### src/rtl/frogger_pkg.sv
// Shared Frogger definitions: move direction codes (common to the frog
// movement path and the VGA controller) and the move-encoder FSM states.
package frogger_pkg;

    localparam logic [1:0] DIR_UP    = 2'd0;
    localparam logic [1:0] DIR_DOWN  = 2'd1;
    localparam logic [1:0] DIR_LEFT  = 2'd2;
    localparam logic [1:0] DIR_RIGHT = 2'd3;

    localparam logic [1:0] ST_IDLE    = 2'd0;
    localparam logic [1:0] ST_PENDING = 2'd1;
    localparam logic [1:0] ST_HELD    = 2'd2;

    // Number of press events in one cycle (0..4).
    function automatic logic [2:0] count_ones4(input logic [3:0] v);
        return {2'b00, v[0]} + {2'b00, v[1]} + {2'b00, v[2]} + {2'b00, v[3]};
    endfunction

endpackage

### src/rtl/switch_move_encoder_if.sv
// Move command handshake: the encoder (master) offers move_dir with
// move_valid, the frog movement controller (slave) accepts with move_ready.
interface switch_move_encoder_if;

    logic       move_valid;
    logic       move_ready;
    logic [1:0] move_dir;

    modport master (output move_valid, output move_dir, input move_ready);
    modport slave  (input move_valid, input move_dir, output move_ready);

endinterface

### src/rtl/switch_move_encoder_debouncer.sv
// One raw switch: two-flop synchroniser, stability counter, debounced level
// and a registered one-cycle pulse on each accepted 0->1 transition.
module switch_debouncer #(
    parameter int DEBOUNCE_CYCLES = 250000
) (
    input  logic clk,
    input  logic reset,
    input  logic raw,
    output logic stable,
    output logic rise
);

    localparam int CNT_W = $clog2(DEBOUNCE_CYCLES);
    localparam logic [CNT_W-1:0] CNT_LAST = CNT_W'(DEBOUNCE_CYCLES - 1);

    logic             sync1;
    logic             sync2;
    logic             stable_d;
    logic [CNT_W-1:0] cnt;

    // Synchronise, then accept a new level only after it has held long enough.
    always_ff @(posedge clk or posedge reset) begin
        if (reset) begin
            sync1    <= 1'b0;
            sync2    <= 1'b0;
            cnt      <= '0;
            stable   <= 1'b0;
            stable_d <= 1'b0;
            rise     <= 1'b0;
        end else begin
            // NOTE: non-blocking assignments make sync1->sync2 a real two-stage
            // shift; blocking ones would collapse the synchroniser to one flop.
            sync1    <= raw;
            sync2    <= sync1;
            stable_d <= stable;
            rise     <= stable & ~stable_d;
            if (sync2 == stable) begin
                cnt <= '0;
            end else if (cnt == CNT_LAST) begin
                stable <= sync2;
                cnt    <= '0;
            end else begin
                cnt <= cnt + 1'b1;
            end
        end
    end

endmodule

### src/rtl/switch_move_encoder.sv
// Turns four raw board switches into one-at-a-time move commands over a
// valid/ready handshake. Optional auto-repeat of a held switch is enabled
// by defining SWITCH_AUTO_REPEAT_EN.
module switch_move_encoder
    import frogger_pkg::*;
#(
    parameter int DEBOUNCE_CYCLES      = 250000,
    parameter int REPEAT_DELAY_CYCLES  = 12500000,
    parameter int REPEAT_PERIOD_CYCLES = 5000000
) (
    input  logic                         clk,
    input  logic                         reset,
    input  logic                         switch1,
    input  logic                         switch2,
    input  logic                         switch3,
    input  logic                         switch4,
    switch_move_encoder_if.master        move,
    output logic [3:0]                   sw_stable,
    output logic [7:0]                   drop_count
);

    if (DEBOUNCE_CYCLES < 2 || REPEAT_DELAY_CYCLES < 1 || REPEAT_PERIOD_CYCLES < 1) begin : g_bad_cfg
        $error("switch_move_encoder: DEBOUNCE_CYCLES >= 2 and repeat intervals >= 1 required");
    end

    logic [3:0] sw_raw;
    logic [3:0] press;
    logic [1:0] state;
    logic [1:0] winner;
    logic [2:0] n_press;
    logic [2:0] drop_inc;
    logic [8:0] drop_sum;
    logic [7:0] drop_next;

    assign sw_raw = {switch4, switch3, switch2, switch1};

    for (genvar i = 0; i < 4; i++) begin : g_sw
        switch_debouncer #(.DEBOUNCE_CYCLES(DEBOUNCE_CYCLES)) u_deb (
            .clk    (clk),
            .reset  (reset),
            .raw    (sw_raw[i]),
            .stable (sw_stable[i]),
            .rise   (press[i])
        );
    end

    // Fixed-priority winner and the number of presses discarded this cycle.
    always_comb begin
        // NOTE: every output gets a default up front so no path leaves one
        // unassigned, which would otherwise infer a latch.
        winner   = DIR_UP;
        drop_inc = 3'd0;
        if (press[0])      winner = DIR_UP;
        else if (press[1]) winner = DIR_DOWN;
        else if (press[2]) winner = DIR_LEFT;
        else if (press[3]) winner = DIR_RIGHT;
        n_press = count_ones4(press);
        if (state == ST_PENDING)  drop_inc = n_press;
        else if (n_press != 3'd0) drop_inc = n_press - 3'd1;
        drop_sum  = {1'b0, drop_count} + {6'b0, drop_inc};
        drop_next = drop_sum[8] ? 8'hFF : drop_sum[7:0];
    end

    // Saturating count of discarded press events.
    always_ff @(posedge clk or posedge reset) begin
        if (reset) drop_count <= 8'd0;
        else       drop_count <= drop_next;
    end

`ifdef SWITCH_AUTO_REPEAT_EN
    localparam int RPT_MAX = (REPEAT_DELAY_CYCLES > REPEAT_PERIOD_CYCLES) ?
                             REPEAT_DELAY_CYCLES : REPEAT_PERIOD_CYCLES;
    localparam int RPT_W = $clog2(RPT_MAX + 1);
    localparam logic [RPT_W-1:0] RPT_DELAY_LAST  = RPT_W'(REPEAT_DELAY_CYCLES - 1);
    localparam logic [RPT_W-1:0] RPT_PERIOD_LAST = RPT_W'(REPEAT_PERIOD_CYCLES - 1);

    logic [RPT_W-1:0] rpt_cnt;
    logic             rpt_first;
    logic [RPT_W-1:0] rpt_last;

    assign rpt_last = rpt_first ? RPT_DELAY_LAST : RPT_PERIOD_LAST;
`endif

    // Move FSM: accept a press, hold it until transferred, then track the hold.
    always_ff @(posedge clk or posedge reset) begin
        if (reset) begin
            state           <= ST_IDLE;
            move.move_valid <= 1'b0;
            move.move_dir   <= DIR_UP;
`ifdef SWITCH_AUTO_REPEAT_EN
            rpt_cnt         <= '0;
            rpt_first       <= 1'b0;
`endif
        end else begin
            case (state)
                ST_IDLE: begin
                    if (|press) begin
                        move.move_dir   <= winner;
                        move.move_valid <= 1'b1;
                        state           <= ST_PENDING;
`ifdef SWITCH_AUTO_REPEAT_EN
                        rpt_first       <= 1'b1;
`endif
                    end
                end
                ST_PENDING: begin
                    if (move.move_ready) begin
                        move.move_valid <= 1'b0;
                        state           <= sw_stable[move.move_dir] ? ST_HELD : ST_IDLE;
`ifdef SWITCH_AUTO_REPEAT_EN
                        rpt_cnt         <= '0;
`endif
                    end
                end
                ST_HELD: begin
                    if (|press) begin
                        move.move_dir   <= winner;
                        move.move_valid <= 1'b1;
                        state           <= ST_PENDING;
`ifdef SWITCH_AUTO_REPEAT_EN
                        rpt_first       <= 1'b1;
`endif
                    end else if (!sw_stable[move.move_dir]) begin
                        state <= ST_IDLE;
`ifdef SWITCH_AUTO_REPEAT_EN
                    end else if (rpt_cnt == rpt_last) begin
                        move.move_valid <= 1'b1;
                        state           <= ST_PENDING;
                        rpt_first       <= 1'b0;
                    end else begin
                        rpt_cnt <= rpt_cnt + 1'b1;
`endif
                    end
                end
                default: state <= ST_IDLE;
            endcase
        end
    end

endmodule
### src/flat_wrapper.sv
// flat-port wrapper written by rule: the top's interface ports become plain ports
module switch_move_encoder_flat import frogger_pkg::*;
#(
    parameter int DEBOUNCE_CYCLES      = 250000,
    parameter int REPEAT_DELAY_CYCLES  = 12500000,
    parameter int REPEAT_PERIOD_CYCLES = 5000000
)
  (clk, reset, switch1, switch2, switch3, switch4, sw_stable, drop_count, move_move_valid, move_move_dir, move_move_ready);
  switch_move_encoder_if move_i ();
  input  logic clk;
  input  logic reset;
  input  logic switch1;
  input  logic switch2;
  input  logic switch3;
  input  logic switch4;
  output logic [3:0] sw_stable;
  output logic [7:0] drop_count;
  output wire logic [$bits(move_i.move_valid)-1:0] move_move_valid;
  output wire logic [$bits(move_i.move_dir)-1:0] move_move_dir;
  input wire logic [$bits(move_i.move_ready)-1:0] move_move_ready;
  assign move_move_valid = move_i.move_valid;
  assign move_move_dir = move_i.move_dir;
  assign move_i.move_ready = move_move_ready;
  switch_move_encoder #(.DEBOUNCE_CYCLES(DEBOUNCE_CYCLES), .REPEAT_DELAY_CYCLES(REPEAT_DELAY_CYCLES), .REPEAT_PERIOD_CYCLES(REPEAT_PERIOD_CYCLES)) u_core (.clk(clk), .reset(reset), .switch1(switch1), .switch2(switch2), .switch3(switch3), .switch4(switch4), .move(move_i), .sw_stable(sw_stable), .drop_count(drop_count));
endmodule
### config.mk
export PLATFORM = sky130hd
export DESIGN_NAME = switch_move_encoder_flat
export DESIGN_NICKNAME = d
export VERILOG_FILES = /design/src/rtl/frogger_pkg.sv /design/src/rtl/switch_move_encoder_if.sv /design/src/rtl/switch_move_encoder_debouncer.sv /design/src/rtl/switch_move_encoder.sv /design/src/flat_wrapper.sv
export SDC_FILE = /design/constraint.sdc
export NUM_CORES = 1
export LEC_CHECK = 0
export CORE_ASPECT_RATIO = 0.5
export CORE_MARGIN = 3
export CORE_UTILIZATION = 40
export DETAILED_ROUTE_END_ITERATION = 10
export GPL_TIMING_DRIVEN = 1
export PLACE_DENSITY_LB_ADDON = 0.12
export SYNTH_ARGS = -nofsm -noshare
export SYNTH_HDL_FRONTEND = slang
export SYNTH_SLANG_ARGS = --single-unit
### constraint.sdc
create_clock -name clk -period 4 [get_ports clk]
set_input_delay 0.8 -clock clk [delete_from_list [all_inputs] [get_ports clk]]
set_output_delay 0.8 -clock clk [all_outputs]
set_load 0.02 [all_outputs]
======== Word level (Yosys, flattened, before mapping) ========
Cells that the tools add are included.
operators by class
  reduce and logical (&&, ||, !) cells .... 12
  multiplexer cells ....................... 26
  $add $sub $neg .......................... 9
  magnitude comparators ................... 1
  bitwise gates (word level) .............. 12
  eq/ne operators ......................... 14
operators by type and width
  cell                                                                           number
  18-bit two-way mux                                                             8
  18-bit by 1-bit adder with 18-bit output (second input constant)               4
  18-bit equality test (second input constant)                                   4
  2-bit two-way mux                                                              9
  2-bit AND reduction                                                            5
  8-bit by 3-bit adder with 9-bit output                                         1
  8-bit two-way mux                                                              1
  1-bit inverter                                                                 8
  3-bit by 1-bit adder with 3-bit output                                         2
  3-bit two-way mux                                                              2
  2-bit case mux with 3 select lines                                             1
  3-bit AND reduction                                                            2
  1-bit bitwise AND                                                              4
  1-bit equality test                                                            4
  2-bit by 1-bit inequality test with 1-bit output (second input constant)       2
  4-bit OR reduction                                                             1
  2-bit by 3-bit less-than comparator with 1-bit output (second input constant)  1
  1-bit two-way mux                                                              3
  3-bit by 2-bit inequality test with 1-bit output (second input constant)       1
  3-bit nonzero test                                                             1
  3-bit by 1-bit subtractor with 3-bit output (second input constant)            1
  1-bit by 1-bit adder with 2-bit output                                         1
  1-bit binary-select mux with 2-bit select                                      1
  2-bit by 1-bit equality test with 1-bit output (second input constant)         1
  other kinds (6)                                                                6
storage, ports and cells
  input port bits ......................... 7
  output and inout port bits .............. 15
  logic and storage cells ................. 102
  register bits ........................... 105

======== Logic depth before layout (Yosys ltp) ========
Gate-level depths: netlist of the first run.
  depth in word-level cells ............... 8
  gate-level depth with buffers ........... 18
  mapped depth without buffers ............ 18

======== By module ========
Synthesis of the first run repeated with hierarchy kept, for this count alone.
second synthesis, totals
  cell total of the unflattened synthesis .. 520
  area total of the unflattened synthesis .. 5347.6 um^2
by module, submodules not included
  module               area an instance (um^2)  cells an instance  instances  seq. area each (um^2)
  switch_debouncer     1112.3                   107                4          575.6
  switch_move_encoder  898.4                    92                 1          325.3

======== Worst setup path after synthesis of the first run ========
Ideal clock, no wire load.
  path type ............................... register -> register
  start point ............................. reg u_core.g_sw[1].u_deb.rise
  end point ............................... reg u_core.drop_count[7]
  path buffers ............................ 0
  path slack .............................. 0.965 ns
  arrival ................................. 2.909 ns
  data required time ...................... 3.874 ns
  stages on the path, launching flop included .. 18
  period minus slack after synthesis ...... 3.035 ns
  path through ............................ dfrtp_1 inv_1 ha_1 inv_1 fa_1 inv_1 ha_1 nand2b_1 inv_1 ha_1 nand3b_1 o21ai_0 ha_1 inv_1 fa_1 nor2b_1 or2_2 o32a_1
between the ends
  word-level cells in the longest chain between the ends .. 8
  elaborated cells on any way between the ends .. 9
  classes of those cells .................. 5 x add/sub; 3 x mux; 1 x reduce/logical
RTL lines
  element                                                                            RTL line                             RTL
  start, declared                                                                    switch_move_encoder_debouncer.sv:10  output logic rise
  start signal, assigned                                                             switch_move_encoder_debouncer.sv:36  rise <= stable & ~stable_d;
  1-bit by 1-bit adder with 2-bit output *                                           frogger_pkg.sv:16                    return {2'b00, v[0]} + {2'b00, v[1]} + {2'b00, v[2]} + {2'b00, v[3]};
  3-bit by 1-bit adder with 3-bit output * (2 in series)                             frogger_pkg.sv:16
  3-bit by 1-bit subtractor with 3-bit output or 3-bit nonzero test (tied branches)  switch_move_encoder.sv:59            else if (n_press != 3'd0) drop_inc = n_press - 3'd1;
  3-bit two-way mux                                                                  switch_move_encoder.sv:59
  3-bit two-way mux *                                                                switch_move_encoder.sv:58            if (state == ST_PENDING) drop_inc = n_press;
  8-bit by 3-bit adder with 9-bit output *                                           switch_move_encoder.sv:60            drop_sum = {1'b0, drop_count} + {6'b0, drop_inc};
  8-bit two-way mux *                                                                switch_move_encoder.sv:61            drop_next = drop_sum[8] ? 8'hFF : drop_sum[7:0];
  net u_core.drop_next[7]                                                            switch_move_encoder.sv:33            logic [7:0] drop_next;
  end signal, assigned                                                               switch_move_encoder.sv:67            else drop_count <= drop_next;
  end, declared                                                                      switch_move_encoder.sv:19            output logic [7:0] drop_count
Mark *: on every way through the listed nets, which the timed path passes. The rest lies on a longest branch.
A chain may end at the register's enable or synchronous reset.

======== Worst setup path in the final report of the first run ========
  start point ............................. reg u_core.g_sw[1].u_deb.rise
  end point ............................... reg u_core.drop_count[2]
The elaborated chain is that of the path after synthesis.

==> results_tabular.tex, run 1 <==
\begin{tabular}{lr}
\hline
Metric & Value \\
\hline
\multicolumn{2}{l}{\textbf{Worst setup path}} \\
\quad Worst path buffer plus inverter count & 5 \\
\quad Cell family contributing the most delay on the critical path & adder cells \\
\quad Worst setup path category & reg2reg \\
\quad Maximum fanout count along the critical path & 6 \\
\quad Required time of the critical path & 4.21 ns \\
\quad Crit path max-delay cell type & sky130\_fd\_sc\_hd\_\_dfrtp\_1 \\
\quad Signal arrival time at the worst endpoint & 3.45 ns \\
\quad CP startpoint kind & register \\
\quad Cells along the critical path & inv\_1 -> ha\_1 -> inv\_1 -> fa\_1 -> inv\_1 -> ha\_1 -> nand2b\_1 -> inv\_1 -> ha\_1 -> nand3b\_1 -> o21ai\_0 -> ha\_1 -> inv\_1 -> fa\_1 -> nor2b\_1 -> or2\_2 -> nand2b\_1 -> o21ai\_0 \\
\quad Crit path top cell by count & sky130\_fd\_sc\_hd\_\_inv\_1 \\
\quad Kind of end point of the critical path & register \\
\quad Crit path largest cell delay & 0.39 ns \\
\multicolumn{2}{l}{\textbf{Route}} \\
\quad DRT Pass-1 Iters & 4 \\
\quad Routed vias & 3,488 \\
\quad Mean routed wirelength per cell & 13.19 µm \\
\quad Average vias per placed instance & 5.085 \\
\quad DRC violation count after routing & 0 \\
\quad Detailed-route wire length & 9048 µm \\
\quad Number of DRC violations after detailed-routing iteration 0 & 251 \\
\quad Antenna-violating nets left & 0 \\
\multicolumn{2}{l}{\textbf{Pwr}} \\
\quad Cell Int Power & 1524 µW \\
\quad Power per unit of standard cell area & 344.5 nW/µm² \\
\quad Net switching component of the power & 460.1 µW \\
\quad Logic gate share of total power & 3.2\% \\
\quad Worst supply voltage drop on vdd & 0.1903 mV \\
\quad Share of total power in sequential cells & 54.8\% \\
\quad Clock network fraction of design power & 42.1\% \\
\quad Total design power & 1984 µW \\
\quad Switch share & 23.19\% \\
\quad Static leakage & 0.002392 µW \\
\multicolumn{2}{l}{\textbf{Timing}} \\
\quad Least-Margin Pin Slew & 0.9768 ns \\
\quad Unrepaired setup endpoints after global routing & false \\
\quad Pins Over Slew Limit & 0 \\
\quad Crit share post-route & 81.08\% \\
\quad Maximum achievable frequency & 0.3083 GHz \\
\quad Setup TNS after final layout & 0 ns \\
\quad Final Setup Violations & 0 \\
\quad Relative max-transition margin & 34.65\% \\
\quad Minimum period implied by the final worst setup slack & 3.243 ns \\
\quad Final hold violations & 0 \\
\quad Clock skew after layout & 0.01125 ns \\
\multicolumn{2}{l}{\textbf{GRT}} \\
\quad Global-route wire length before repair & 16,220 µm \\
\quad Overflow after GRT & 0 \\
\quad M2 GR Usage & 21.50\% \\
\quad Gr usage total & 13.68\% \\
\quad Met3 capacity usage during global routing & 3.545\% \\
\quad Number of antenna violations at the first check in global routing & 0 \\
\quad Maximum number of pins on one net before global-route repair & 61 \\
\quad Met1 global-route usage & 19.31\% \\
\quad Via count of the first global-routing pass & 3,390 \\
\quad Routing layer with the top usage in global route & met2 \\
\multicolumn{2}{l}{\textbf{Yosys}} \\
\quad Syn avg cell area & 10.40 µm² \\
\quad Post-synthesis cell type with the largest combined area & sky130\_fd\_sc\_hd\_\_dfrtp\_1 \\
\quad Number of synthesized register bits & 105 \\
\quad Library cells used by synthesis & 39 \\
\quad Instance count of the mapped netlist & 492 \\
\quad Number of warning messages in the yosys log & 0 \\
\quad Net count of the mapped netlist & 513 \\
\quad Fraction of post-synthesis cell area in the top cell type by area & 51.37\% \\
\quad Fraction of the yosys area taken by sequential cells & 51.37\% \\
\quad Synth top area cells & sky130\_fd\_sc\_hd\_\_dfrtp\_1 (51\%), sky130\_fd\_sc\_hd\_\_xnor2\_1 (8.7\%), sky130\_fd\_sc\_hd\_\_nor2\_1 (5.7\%) \\
\quad Netlist area before placement & 5115 µm² \\
\multicolumn{2}{l}{\textbf{Floorplanning}} \\
\quad Total number of placement rows & 28 \\
\quad Area of the die & 14,260 µm² \\
\quad Starting density of the core & 42.07\% \\
\quad Floorplan die height & 85.96 µm \\
\quad Horiz. Die Dim & 165.9 µm \\
\quad Core area & 12,160 µm² \\
\quad Count of pins on the block boundary & 22 \\
\multicolumn{2}{l}{\textbf{Clocking}} \\
\quad CTS H-tree depth & 3 \\
\quad Setup repair bufs after CTS & 0 \\
\quad Clock slew at reported path FFs & 0.07 ns \\
\quad Root Buffer & sky130\_fd\_sc\_hd\_\_clkbuf\_16 \\
\quad Number of sinks handled by clock tree synthesis & 105 \\
\quad CTS buffer count & 9 \\
\quad Clock network latency to the later pin of the worst-skew pair & 0.35 ns \\
\quad Resized cells post-CTS & 0 \\
\quad Clock Tree Buf Depth & 2 \\
\quad CTS tree & done \\
\quad Number of hold buffers added after CTS & 0 \\
\multicolumn{2}{l}{\textbf{Finish}} \\
\quad Total inserted antenna cells & 0 \\
\quad Fraction of final layout cells sized beyond drive strength 1 & 6.526\% \\
\quad Area delta synth->final & 12.60\% \\
\quad Net total in the final layout & 537 \\
\quad Post-Route Utilization & 47.38\% \\
\multicolumn{2}{l}{\textbf{Place}} \\
\quad Count of port buffers added during placement & 21 \\
\quad Gpl congestion & 0.7396 \\
\quad Placed wire-length estimate & 6116 µm \\
\multicolumn{2}{l}{\textbf{Status}} \\
\quad Result of the run & completed \\
\multicolumn{2}{l}{\textbf{Worst hold path}} \\
\quad Worst hold path type & reg2reg \\
\multicolumn{2}{l}{\textbf{Job}} \\
\quad Max Cap Viol & 0 \\
\hline
\end{tabular}
## Yosys cell counts
library cell / count
sky130_fd_sc_hd__o31ai_1: 3
sky130_fd_sc_hd__xnor2_1: 51
sky130_fd_sc_hd__or4_1: 4
sky130_fd_sc_hd__nand3b_1: 4
sky130_fd_sc_hd__o32a_1: 1
sky130_fd_sc_hd__inv_1: 25
sky130_fd_sc_hd__o41ai_1: 2
sky130_fd_sc_hd__nor4b_1: 2
sky130_fd_sc_hd__fa_1: 2
sky130_fd_sc_hd__nor4_1: 29
sky130_fd_sc_hd__nand4_2: 1
sky130_fd_sc_hd__nand3_1: 26
sky130_fd_sc_hd__nand2b_1: 5
sky130_fd_sc_hd__nand4_1: 19
sky130_fd_sc_hd__and3_1: 2
sky130_fd_sc_hd__buf_4: 4
sky130_fd_sc_hd__or4b_1: 1
sky130_fd_sc_hd__nor2b_1: 8
sky130_fd_sc_hd__or3_1: 4
sky130_fd_sc_hd__o21ai_0: 10
sky130_fd_sc_hd__or2_2: 3
sky130_fd_sc_hd__and3b_1: 1
sky130_fd_sc_hd__buf_6: 3
sky130_fd_sc_hd__ha_1: 12
sky130_fd_sc_hd__or3_4: 1
sky130_fd_sc_hd__nand4_4: 1
sky130_fd_sc_hd__a21o_1: 2
sky130_fd_sc_hd__dfrtp_1: 105
sky130_fd_sc_hd__o41ai_4: 4
sky130_fd_sc_hd__nand2_1: 29
sky130_fd_sc_hd__nor3_1: 15
sky130_fd_sc_hd__buf_2: 2
sky130_fd_sc_hd__mux2_2: 5
sky130_fd_sc_hd__a21oi_1: 11
sky130_fd_sc_hd__and4_1: 2
sky130_fd_sc_hd__xor2_1: 13
sky130_fd_sc_hd__mux4_2: 1
sky130_fd_sc_hd__a31oi_1: 1
sky130_fd_sc_hd__nor2_1: 78
## flip-flops by register name (all words and copies together), names as in the netlist
register and count:
u_core.g_sw.u_deb.cnt 72, u_core.g_sw.u_deb.stable_d 4, u_core.g_sw.u_deb.sync1 4, u_core.g_sw.u_deb.stable 4
u_core.move.move_valid 1, u_core.state 2, u_core.move.move_dir 2, u_core.drop_count 8
u_core.g_sw.u_deb.sync2 4, u_core.g_sw.u_deb.rise 4
## routing by layer
metal  vias up  routed length, µm
met5         -                  0
met4         0                 46
met3         5                229
met2        28               4111
met1      1697               4661
li1       1758                  -
## cell families after synthesis
kind of cell / after synthesis / synth area share [%]
and+or+nand+nor: 235 / 23.53
DFF: 105 / 51.37
AOI/OAI and AO/OA: 34 / 5.602
muxes: 6 / 1.541
buffers and inverters: 34 / 3.278
xor gates and xnor gates: 64 / 10.96
adders and majority gates: 14 / 3.718
## metrics by stage
stage	instance area, µm²	hold slack [ns]	worst slack (ns)	instances
5_1_grt	5759	0.3749	0.3953	686
3_5_place_dp	5480	0.3449	0.7713	670
4_1_cts	5759	0.3592	0.7329	686
2_1_floorplan	5115	0.3312	0.4395	492
3_3_place_gp	5480	0.3335	0.8443	670
6_report	5759	0.3585	0.7568	686
## layout by cell type, fill, tap and decap left out, types with 3 or more instances in the layout
cell,instances
sky130_fd_sc_hd__mux2_2,5
sky130_fd_sc_hd__xor2_1,13
sky130_fd_sc_hd__o41ai_4,4
sky130_fd_sc_hd__inv_6,3
sky130_fd_sc_hd__o21ai_0,10
sky130_fd_sc_hd__nand2b_1,5
sky130_fd_sc_hd__clkdlybuf4s50_1,21
sky130_fd_sc_hd__nor2b_1,8
sky130_fd_sc_hd__dfrtp_1,105
sky130_fd_sc_hd__nor4_1,29
sky130_fd_sc_hd__o31ai_1,3
sky130_fd_sc_hd__nand3_1,26
sky130_fd_sc_hd__nand3b_1,4
sky130_fd_sc_hd__nor3_1,15
sky130_fd_sc_hd__or4_1,4
sky130_fd_sc_hd__clkinvlp_4,3
sky130_fd_sc_hd__or3_1,4
sky130_fd_sc_hd__nand4_1,19
sky130_fd_sc_hd__or2_2,3
sky130_fd_sc_hd__inv_1,24
sky130_fd_sc_hd__nand2_1,29
sky130_fd_sc_hd__xnor2_1,51
sky130_fd_sc_hd__clkbuf_16,9
sky130_fd_sc_hd__nor2_1,78
sky130_fd_sc_hd__ha_1,12
sky130_fd_sc_hd__a21oi_1,11
## final timing paths
| kind | start | to | slack (ns) | cells after the start |
|---|---|---|---|---|
| worst max-delay path | u_core.g_sw[1].u_deb.rise | u_core.drop_count[2] | 0.76 | 18 |
| worst min register to register | u_core.g_sw[2].u_deb.sync1 | u_core.g_sw[2].u_deb.sync2 | 0.36 | 0 |
| worst max register to register | u_core.g_sw[1].u_deb.rise | u_core.drop_count[2] | 0.76 | 18 |
| max in group asynchronous | reset | u_core.g_sw[1].u_deb.cnt[14] | 2.37 | 3 |
| worst min-delay path | u_core.g_sw[2].u_deb.sync1 | u_core.g_sw[2].u_deb.sync2 | 0.36 | 0 |
| min in group asynchronous | reset | u_core.g_sw[2].u_deb.sync1 | 0.94 | 2 |
## power groups by stage
stage / logic [µW] / registers, µW / clock network (µW)
after floorplan: 48.1 / 1100 / 0
after global placement: 66.1 / 1110 / 0
after detailed placement: 66.6 / 1110 / 0
after CTS: 66.7 / 1090 / 865
after global routing: 75.4 / 1090 / 912
final: 63.1 / 1090 / 834
## worst reg2reg max path: cells and delay by family, from the launching register on
family	cells	cell delay (ns)
compound gates	2	0.22
simple gates	5	0.83
buf+inv	5	0.30
flops	1	0.39
fa+ha+maj	6	1.37
## layout make-up
type,instances,area (µm²)
inverter,25,96.34
tap,165,206.4
timing repair buffer,22,230.2
fill,1136,6397
multi-input combinational,353,2320
clock inverter,7,53.80
sequential,105,2628
clock buffer,9,225.2
No activity file was read; power rests on OpenSTA's default activity.
==> run 2: changes to the inputs <==
==> constraint.sdc (replaced) <==
create_clock -name clk -period 2.78 [get_ports clk]
set_input_delay 0.556 -clock clk [delete_from_list [all_inputs] [get_ports clk]]
set_output_delay 0.556 -clock clk [all_outputs]
set_load 0.02 [all_outputs]
==> results_tabular.tex, run 2 (synthesized netlist as in run 1, its figures left out) <==
\begin{tabular}{lr}
\hline
Metric & Value \\
\hline
\multicolumn{2}{l}{\textbf{Finish}} \\
\quad Total inserted antenna cells & 0 \\
\quad Most common library cell in the layout ignoring fill and taps & sky130\_fd\_sc\_hd\_\_dfrtp\_1 \\
\quad Post-Route Utilization & 49.60\% \\
\quad Leading cell types in the layout, fill and taps excluded & sky130\_fd\_sc\_hd\_\_dfrtp\_1 (105), sky130\_fd\_sc\_hd\_\_nor2\_1 (78), sky130\_fd\_sc\_hd\_\_xnor2\_1 (51) \\
\quad Area of all placed cells without fillers & 6030 µm² \\
\quad Area delta synth->final & 17.88\% \\
\quad Post-route non-filler standard cell count & 704 \\
\quad Top reg by flops & u\_core.g\_sw.u\_deb.cnt \\
\quad Fraction of final layout cells sized beyond drive strength 1 & 13.17\% \\
\quad Largest registers in the final layout & u\_core.g\_sw.u\_deb.cnt: 72 flops, u\_core.drop\_count: 8 flops \\
\quad Net total in the final layout & 555 \\
\quad Largest register FFs & 72 \\
\multicolumn{2}{l}{\textbf{Clocking}} \\
\quad Number of sinks handled by clock tree synthesis & 105 \\
\quad CTS tree & done \\
\quad Clock Tree Buf Depth & 2 \\
\quad Clock slew at reported path FFs & 0.07 ns \\
\quad Number of hold buffers added after CTS & 0 \\
\quad Clock network latency to the later pin of the worst-skew pair & 0.34 ns \\
\quad Root Buffer & sky130\_fd\_sc\_hd\_\_clkbuf\_16 \\
\quad CTS buffer count & 9 \\
\quad CTS H-tree depth & 3 \\
\multicolumn{2}{l}{\textbf{Worst hold path}} \\
\quad Worst Hold Launch & u\_core.g\_sw[3].u\_deb.sync1 \\
\quad Hold worst-path end & u\_core.g\_sw[3].u\_deb.sync2 \\
\quad Worst hold path type & reg2reg \\
\quad Hold path cells & 0 \\
\multicolumn{2}{l}{\textbf{GRT}} \\
\quad Gr usage total & 14.32\% \\
\quad Number of antenna violations at the first check in global routing & 0 \\
\quad Via count of the first global-routing pass & 3,528 \\
\quad Overflow after GRT & 0 \\
\quad Global-route wire length before repair & 16,880 µm \\
\quad Maximum number of pins on one net before global-route repair & 61 \\
\multicolumn{2}{l}{\textbf{Timing}} \\
\quad Maximum achievable frequency & 0.3418 GHz \\
\quad Minimum period implied by the final worst setup slack & 2.926 ns \\
\quad Unrepaired setup endpoints after global routing & true \\
\quad Final Setup Violations & 8 \\
\quad Least setup slack across all paths after layout & -0.1458 ns \\
\quad Worst hold slack across all endpoints & 0.3510 ns \\
\quad Least-Margin Pin Slew & 0.5318 ns \\
\quad Final hold violations & 0 \\
\quad Clock skew after layout & 0.005109 ns \\
\quad Pins Over Slew Limit & 0 \\
\quad Crit share post-route & 105.2\% \\
\quad Relative max-transition margin & 64.43\% \\
\multicolumn{2}{l}{\textbf{Place}} \\
\quad Setup WS pre-CTS & -0.2109 ns \\
\quad Gpl congestion & 0.7648 \\
\quad Number of cells in the design after placement & 687 \\
\quad Cell area after placement & 5654 µm² \\
\quad Count of port buffers added during placement & 21 \\
\quad Placed wire-length estimate & 6412 µm \\
\multicolumn{2}{l}{\textbf{Floorplanning}} \\
\quad Starting density of the core & 42.07\% \\
\quad Area of the die & 14,260 µm² \\
\quad Core area & 12,160 µm² \\
\quad Horiz. Die Dim & 165.9 µm \\
\quad Floorplan die height & 85.96 µm \\
\quad Total number of placement rows & 28 \\
\quad Count of pins on the block boundary & 22 \\
\multicolumn{2}{l}{\textbf{Worst setup path}} \\
\quad Crit path largest cell delay & 0.36 ns \\
\quad Setup slack on the worst flop-to-flop path & -0.15 ns \\
\quad Cells along the critical path & inv\_2 -> ha\_4 -> inv\_2 -> fa\_2 -> inv\_2 -> ha\_4 -> nand2b\_4 -> inv\_2 -> ha\_4 -> nand3b\_1 -> o21ai\_1 -> ha\_2 -> inv\_2 -> fa\_2 -> nor2b\_4 -> or2\_4 -> o32a\_1 \\
\quad Number of cell instances on the worst register-to-register path & 17 \\
\quad Worst setup path category & reg2reg \\
\quad Maximum fanout count along the critical path & 4 \\
\quad Crit path top cell by count & sky130\_fd\_sc\_hd\_\_inv\_2 \\
\quad Startpoint of the most critical register-to-register path & u\_core.g\_sw[0].u\_deb.rise \\
\quad Crit path max-delay cell type & sky130\_fd\_sc\_hd\_\_dfrtp\_1 \\
\quad Kind of end point of the critical path & register \\
\quad CP startpoint kind & register \\
\quad Required time of the critical path & 3.01 ns \\
\quad Crit Reg-Reg Endpoint & u\_core.drop\_count[7] \\
\quad Signal arrival time at the worst endpoint & 3.15 ns \\
\multicolumn{2}{l}{\textbf{Pwr}} \\
\quad Worst supply voltage drop on vdd & 0.2987 mV \\
\quad Power per unit of standard cell area & 495.5 nW/µm² \\
\quad Static leakage & 0.002523 µW \\
\multicolumn{2}{l}{\textbf{Status}} \\
\quad Result of the run & finished with violations \\
\quad Violated checks & negative setup slack \\
\multicolumn{2}{l}{\textbf{Route}} \\
\quad Met2 Routed Length & 4227 µm \\
\quad Mean routed wirelength per cell & 13.37 µm \\
\quad Detailed-route wire length & 9410 µm \\
\quad Number of DRC violations after detailed-routing iteration 0 & 247 \\
\quad Met3 WL post-DR & 226 µm \\
\quad Highest metal layer used by the detailed router & met4 \\
\quad DRC violation count after routing & 0 \\
\quad Routed vias & 3,557 \\
\quad Average vias per placed instance & 5.053 \\
\quad Total routed wire length on the met1 layer & 4864 µm \\
\quad Antenna-violating nets left & 0 \\
\quad DRT Pass-1 Iters & 4 \\
\multicolumn{2}{l}{\textbf{Job}} \\
\quad Max Cap Viol & 0 \\
\hline
\end{tabular}
-- run 2: cell types whose count changed in the layout (fill, tap and decap cells not counted), sizes merged --
cell,previous run,this run
clkinvlp,3,1
clkinv,1,2
clkbuf,9,11
buf,1,19
inv,28,26
bufinv,0,1
-- run 2: critical path, delay by kind of cell, from the launching register on --
family                   cells  cell delay [ns]
adder cells (fa/ha/maj)      6             1.26
AO/OA/AOI/OAI                2             0.36
AND/OR/NAND/NOR              4             0.55
buffers and inverters        5             0.26
flip-flops                   1             0.36
-- run 2: timing repair --
item | in CTS | in global routing
pin swaps | 4 | 6
gates resized for setup | 8 | 7
buffers inserted | 1 | 0
endpoints found under the setup margin | 8 | 8
-- run 2: through the flow --
| step | setup TNS [ns] | total power (µW) |
|---|---|---|
| after CTS | -1.027 | 3038 |
| after detailed placement | -1.448 | 1700 |
| after global placement | -0.9128 | 1699 |
| after global routing | -2.027 | 3123 |
| final | -0.7123 | 2988 |
| after floorplan | -0.2804 | 1659 |
-- run 2: power by group --
| group | internal (µW) | switching [µW] |
|---|---|---|
| logic | 38.4 | 62.5 |
| clock network | 754 | 568 |
| registers | 1550 | 17.6 |
| total | 2340 | 649 |
-- run 2: area by class of cell --
type / instances / area (µm²)
Sequential cell: 105 / 2628
Clock buffer: 11 / 252.7
Inverter: 25 / 97.59
Fill cell: 1103 / 6127
Clock inverter: 5 / 61.31
Tap cell: 165 / 206.4
Timing Repair Buffer: 40 / 377.9
Multi-Input combinational cell: 353 / 2406
-- run 2: worst max-delay path by stage --
stage	startpoint	endpoint	slack, ns
after floorplan	u_core.g_sw[1].u_deb.rise	u_core.drop_count[7]	-0.08
after global placement	u_core.g_sw[1].u_deb.rise	u_core.drop_count[2]	-0.15
after detailed placement	u_core.g_sw[1].u_deb.rise	u_core.drop_count[2]	-0.21
after CTS	u_core.g_sw[0].u_deb.rise	u_core.drop_count[7]	-0.17
after global routing	u_core.g_sw[1].u_deb.rise	u_core.drop_count[6]	-0.29
final	u_core.g_sw[0].u_deb.rise	u_core.drop_count[7]	-0.15
-- run 2: per-layer routing --
layer	vias to the layer above	GRT usage, %
met4	0	3.623
met3	8	3.729
met5	-	0
met1	1723	19.43
met2	28	23.21
li1	1798	-
==> run 3: changes to the inputs <==
--- a/config.mk
+++ b/config.mk
@@ -5,6 +5,7 @@
 export SDC_FILE = /design/constraint.sdc
 export NUM_CORES = 1
 export LEC_CHECK = 0
+export ABC_AREA = 1
 export CORE_ASPECT_RATIO = 0.5
 export CORE_MARGIN = 3
 export CORE_UTILIZATION = 40
==> constraint.sdc (replaced) <==
create_clock -name clk -period 3.7 [get_ports clk]
set_input_delay 0.74 -clock clk [delete_from_list [all_inputs] [get_ports clk]]
set_output_delay 0.74 -clock clk [all_outputs]
set_load 0.02 [all_outputs]
==> results_tabular.tex, run 3 <==
\begin{tabular}{lr}
\hline
Metric & Value \\
\hline
\multicolumn{2}{l}{\textbf{Status}} \\
\quad Result of the run & completed \\
\multicolumn{2}{l}{\textbf{Route}} \\
\quad Routed vias & 4,356 \\
\quad DRT Pass-1 Iters & 4 \\
\quad Number of DRC violations after detailed-routing iteration 0 & 360 \\
\quad DRC violation count after routing & 0 \\
\quad Antenna-violating nets left & 0 \\
\quad Mean routed wirelength per cell & 12.32 µm \\
\quad Average vias per placed instance & 4.829 \\
\quad Detailed-route wire length & 11,120 µm \\
\multicolumn{2}{l}{\textbf{Pwr}} \\
\quad Clock network fraction of design power & 41.7\% \\
\quad Logic gate share of total power & 3.4\% \\
\quad Share of total power in sequential cells & 54.9\% \\
\quad Worst supply voltage drop on vdd & 0.2553 mV \\
\quad Power per unit of standard cell area & 344.0 nW/µm² \\
\quad Total design power & 2135 µW \\
\quad Cell Int Power & 1643 µW \\
\quad Static leakage & 0.002727 µW \\
\quad Net switching component of the power & 491.3 µW \\
\quad Switch share & 23.01\% \\
\multicolumn{2}{l}{\textbf{Finish}} \\
\quad Most common library cell in the layout ignoring fill and taps & sky130\_fd\_sc\_hd\_\_nor2\_1 \\
\quad Largest register FFs & 72 \\
\quad Net total in the final layout & 748 \\
\quad Final-layout fill cell count & 1,290 \\
\quad Fraction of final layout cells sized beyond drive strength 1 & 6.694\% \\
\quad Largest registers in the final layout & u\_core.g\_sw.u\_deb.cnt: 72 flops, u\_core.drop\_count: 8 flops \\
\quad Top reg by flops & u\_core.g\_sw.u\_deb.cnt \\
\quad Leading cell types in the layout, fill and taps excluded & sky130\_fd\_sc\_hd\_\_nor2\_1 (174), sky130\_fd\_sc\_hd\_\_nand2\_1 (129), sky130\_fd\_sc\_hd\_\_dfrtp\_1 (105) \\
\quad Total inserted antenna cells & 0 \\
\quad Area delta synth->final & 12.45\% \\
\multicolumn{2}{l}{\textbf{Yosys}} \\
\quad Proportion of synthesized area in mux cells & 0\% \\
\quad Instance count of the mapped netlist & 697 \\
\quad Predominant post-synthesis flop cell & sky130\_fd\_sc\_hd\_\_dfrtp\_1 \\
\quad Fraction of post-synthesis cell area in the top cell type by area & 47.62\% \\
\quad Most frequent cell after synthesis & sky130\_fd\_sc\_hd\_\_nor2\_1 \\
\quad Net count of the mapped netlist & 718 \\
\quad Synth async-reset ratio & 100.0\% \\
\quad Number of warning messages in the yosys log & 0 \\
\quad Number of synthesized register bits & 105 \\
\quad Combinational family with the most area after synthesis & simple AND/OR/NAND/NOR gates \\
\quad Syn avg cell area & 7.916 µm² \\
\quad Compound-cell area share of the yosys netlist & 3.764\% \\
\quad Library cells used by synthesis & 31 \\
\quad Simple-gate area share of the yosys netlist & 34.06\% \\
\quad Adder-cell share of the synthesized area & 3.447\% \\
\quad Synth top area cells & sky130\_fd\_sc\_hd\_\_dfrtp\_1 (48\%), sky130\_fd\_sc\_hd\_\_nor2\_1 (12\%), sky130\_fd\_sc\_hd\_\_nand2\_1 (8.8\%) \\
\quad Post-synth EDFFs & 0 \\
\quad Fraction of the yosys area taken by sequential cells & 47.62\% \\
\quad Netlist area before placement & 5518 µm² \\
\quad Synthesized-area fraction occupied by xor and xnor cells & 5.397\% \\
\quad Commonest cells in the synthesized netlist & sky130\_fd\_sc\_hd\_\_nor2\_1 (174), sky130\_fd\_sc\_hd\_\_nand2\_1 (129), sky130\_fd\_sc\_hd\_\_dfrtp\_1 (105) \\
\quad Post-synthesis cell type with the largest combined area & sky130\_fd\_sc\_hd\_\_dfrtp\_1 \\
\multicolumn{2}{l}{\textbf{Place}} \\
\quad Placed wire-length estimate & 8291 µm \\
\quad Setup WS pre-CTS & 0.4270 ns \\
\quad Gpl congestion & 0.8807 \\
\quad Count of port buffers added during placement & 21 \\
\multicolumn{2}{l}{\textbf{Worst setup path}} \\
\quad Maximum fanout count along the critical path & 7 \\
\quad CP startpoint kind & register \\
\quad Signal arrival time at the worst endpoint & 3.49 ns \\
\quad Required time of the critical path & 3.96 ns \\
\quad Critical path startpoint & u\_core.g\_sw[1].u\_deb.rise \\
\quad Worst setup path category & reg2reg \\
\quad Startpoint of the most critical register-to-register path & u\_core.g\_sw[1].u\_deb.rise \\
\quad Kind of end point of the critical path & register \\
\quad Setup slack on the worst flop-to-flop path & 0.47 ns \\
\multicolumn{2}{l}{\textbf{Timing}} \\
\quad Least-Margin Pin Slew & 0.9878 ns \\
\quad Relative max-transition margin & 33.67\% \\
\quad Unrepaired setup endpoints after global routing & false \\
\quad Crit share post-route & 87.28\% \\
\quad Minimum period implied by the final worst setup slack & 3.229 ns \\
\quad Maximum achievable frequency & 0.3096 GHz \\
\quad Least setup slack across all paths after layout & 0.4705 ns \\
\quad Pins Over Slew Limit & 0 \\
\quad Final Setup Violations & 0 \\
\quad Clock skew after layout & 0.006013 ns \\
\quad Final hold violations & 0 \\
\quad Setup TNS after final layout & 0 ns \\
\quad Worst hold slack across all endpoints & 0.3555 ns \\
\multicolumn{2}{l}{\textbf{Clocking}} \\
\quad Clock slew at reported path FFs & 0.07 ns \\
\quad CTS tree & done \\
\quad Root Buffer & sky130\_fd\_sc\_hd\_\_clkbuf\_16 \\
\quad CTS H-tree depth & 3 \\
\quad Clock Tree Buf Depth & 2 \\
\quad Number of hold buffers added after CTS & 0 \\
\quad Clock network latency to the later pin of the worst-skew pair & 0.34 ns \\
\quad Setup repair bufs after CTS & 0 \\
\quad CTS buffer count & 9 \\
\quad Resized cells post-CTS & 0 \\
\quad Number of sinks handled by clock tree synthesis & 105 \\
\multicolumn{2}{l}{\textbf{GRT}} \\
\quad Overflow after GRT & 0 \\
\quad Global-route wire length before repair & 19,410 µm \\
\quad Gr usage total & 15.75\% \\
\quad Maximum number of pins on one net before global-route repair & 45 \\
\quad Number of antenna violations at the first check in global routing & 0 \\
\quad Via count of the first global-routing pass & 4,127 \\
\multicolumn{2}{l}{\textbf{Floorplanning}} \\
\quad Starting density of the core & 42.24\% \\
\quad Horiz. Die Dim & 172.1 µm \\
\quad Count of pins on the block boundary & 22 \\
\quad Total number of placement rows & 29 \\
\quad Floorplan die height & 89.05 µm \\
\quad Core area & 13,060 µm² \\
\quad Area of the die & 15,330 µm² \\
\multicolumn{2}{l}{\textbf{Worst hold path}} \\
\quad Worst hold path type & reg2reg \\
\quad Worst Hold Launch & u\_core.g\_sw[2].u\_deb.sync1 \\
\multicolumn{2}{l}{\textbf{Job}} \\
\quad Max Cap Viol & 0 \\
\hline
\end{tabular}
## run 3: cells by family after synthesis
family | count (synthesis)
buffers and inverters | 80
DFF | 105
xor gates and xnor gates | 34
and+or+nand+nor | 426
AOI/OAI and AO/OA | 38
adders and majority gates | 14
## run 3: per-layer routing
metal / up-vias / global-route usage (%) / share of wire [%]
met5: - / 0 / 0
met3: 10 / 3.313 / 2.8
met1: 2034 / 21.37 / 50
met4: 0 / 4.272 / 1.2
li1: 2264 / - / -
met2: 48 / 26.03 / 46
## run 3: final timing paths
path                                         endpoint  cells after the start
max in group asynchronous  u_core.g_sw[0].u_deb.sync1                      3
hold / removal             u_core.g_sw[2].u_deb.sync2                      0
setup / recovery                 u_core.drop_count[2]                     19
hold reg to reg            u_core.g_sw[2].u_deb.sync2                      0
setup reg to reg                 u_core.drop_count[2]                     19
min in group asynchronous  u_core.g_sw[1].u_deb.sync1                      2
## run 3: final cells by class
| cell class | count | area (µm²) | area share (%) |
|---|---|---|---|
| flip-flops and latches | 105 | 2628 | 42.35 |
| multi-input cells | 512 | 2575 | 41.50 |
| inverters | 75 | 284.0 | 4.578 |
| repair buffers | 24 | 232.7 | 3.751 |
| clock buffers | 10 | 229.0 | 3.690 |
| well taps | 170 | 212.7 | 3.428 |
| clock inverters | 6 | 43.79 | 0.7058 |
## run 3: power by group through the flow
stage | combinational (µW) | clock, µW | sequential [µW]
2_1_floorplan | 46.0 | 0 | 1190
3_3_place_gp | 74.5 | 0 | 1200
3_5_place_dp | 75.2 | 0 | 1200
4_1_cts | 76.1 | 929 | 1170
5_1_grt | 84.9 | 974 | 1170
6_report | 71.8 | 890 | 1170
## run 3: stage by stage
step                      instances  utilization [%]  instance area (µm²)
after floorplan                 697                -                 5518
after detailed placement        886            45.41                 5932
after CTS                       902            47.50                 6205
final                           902            47.50                 6205
after global routing            902            47.50                 6205
after global placement          886            45.41                 5932
## run 3: worst max-delay path, cell delays in order (launching register included)
cell	delay, ns
sky130_fd_sc_hd__dfrtp_1	0.35
sky130_fd_sc_hd__inv_1	0.07
sky130_fd_sc_hd__ha_1	0.27
sky130_fd_sc_hd__inv_1	0.05
sky130_fd_sc_hd__fa_1	0.35
sky130_fd_sc_hd__inv_1	0.06
sky130_fd_sc_hd__ha_1	0.18
sky130_fd_sc_hd__inv_1	0.07
sky130_fd_sc_hd__ha_1	0.19
sky130_fd_sc_hd__inv_1	0.05
sky130_fd_sc_hd__nand2_1	0.04
sky130_fd_sc_hd__o21ai_0	0.08
sky130_fd_sc_hd__ha_1	0.20
sky130_fd_sc_hd__inv_1	0.06
sky130_fd_sc_hd__fa_1	0.37
sky130_fd_sc_hd__nor2_1	0.18
sky130_fd_sc_hd__nor2_1	0.09
sky130_fd_sc_hd__nor3_1	0.19
sky130_fd_sc_hd__nand2_1	0.20
sky130_fd_sc_hd__o21ai_0	0.12
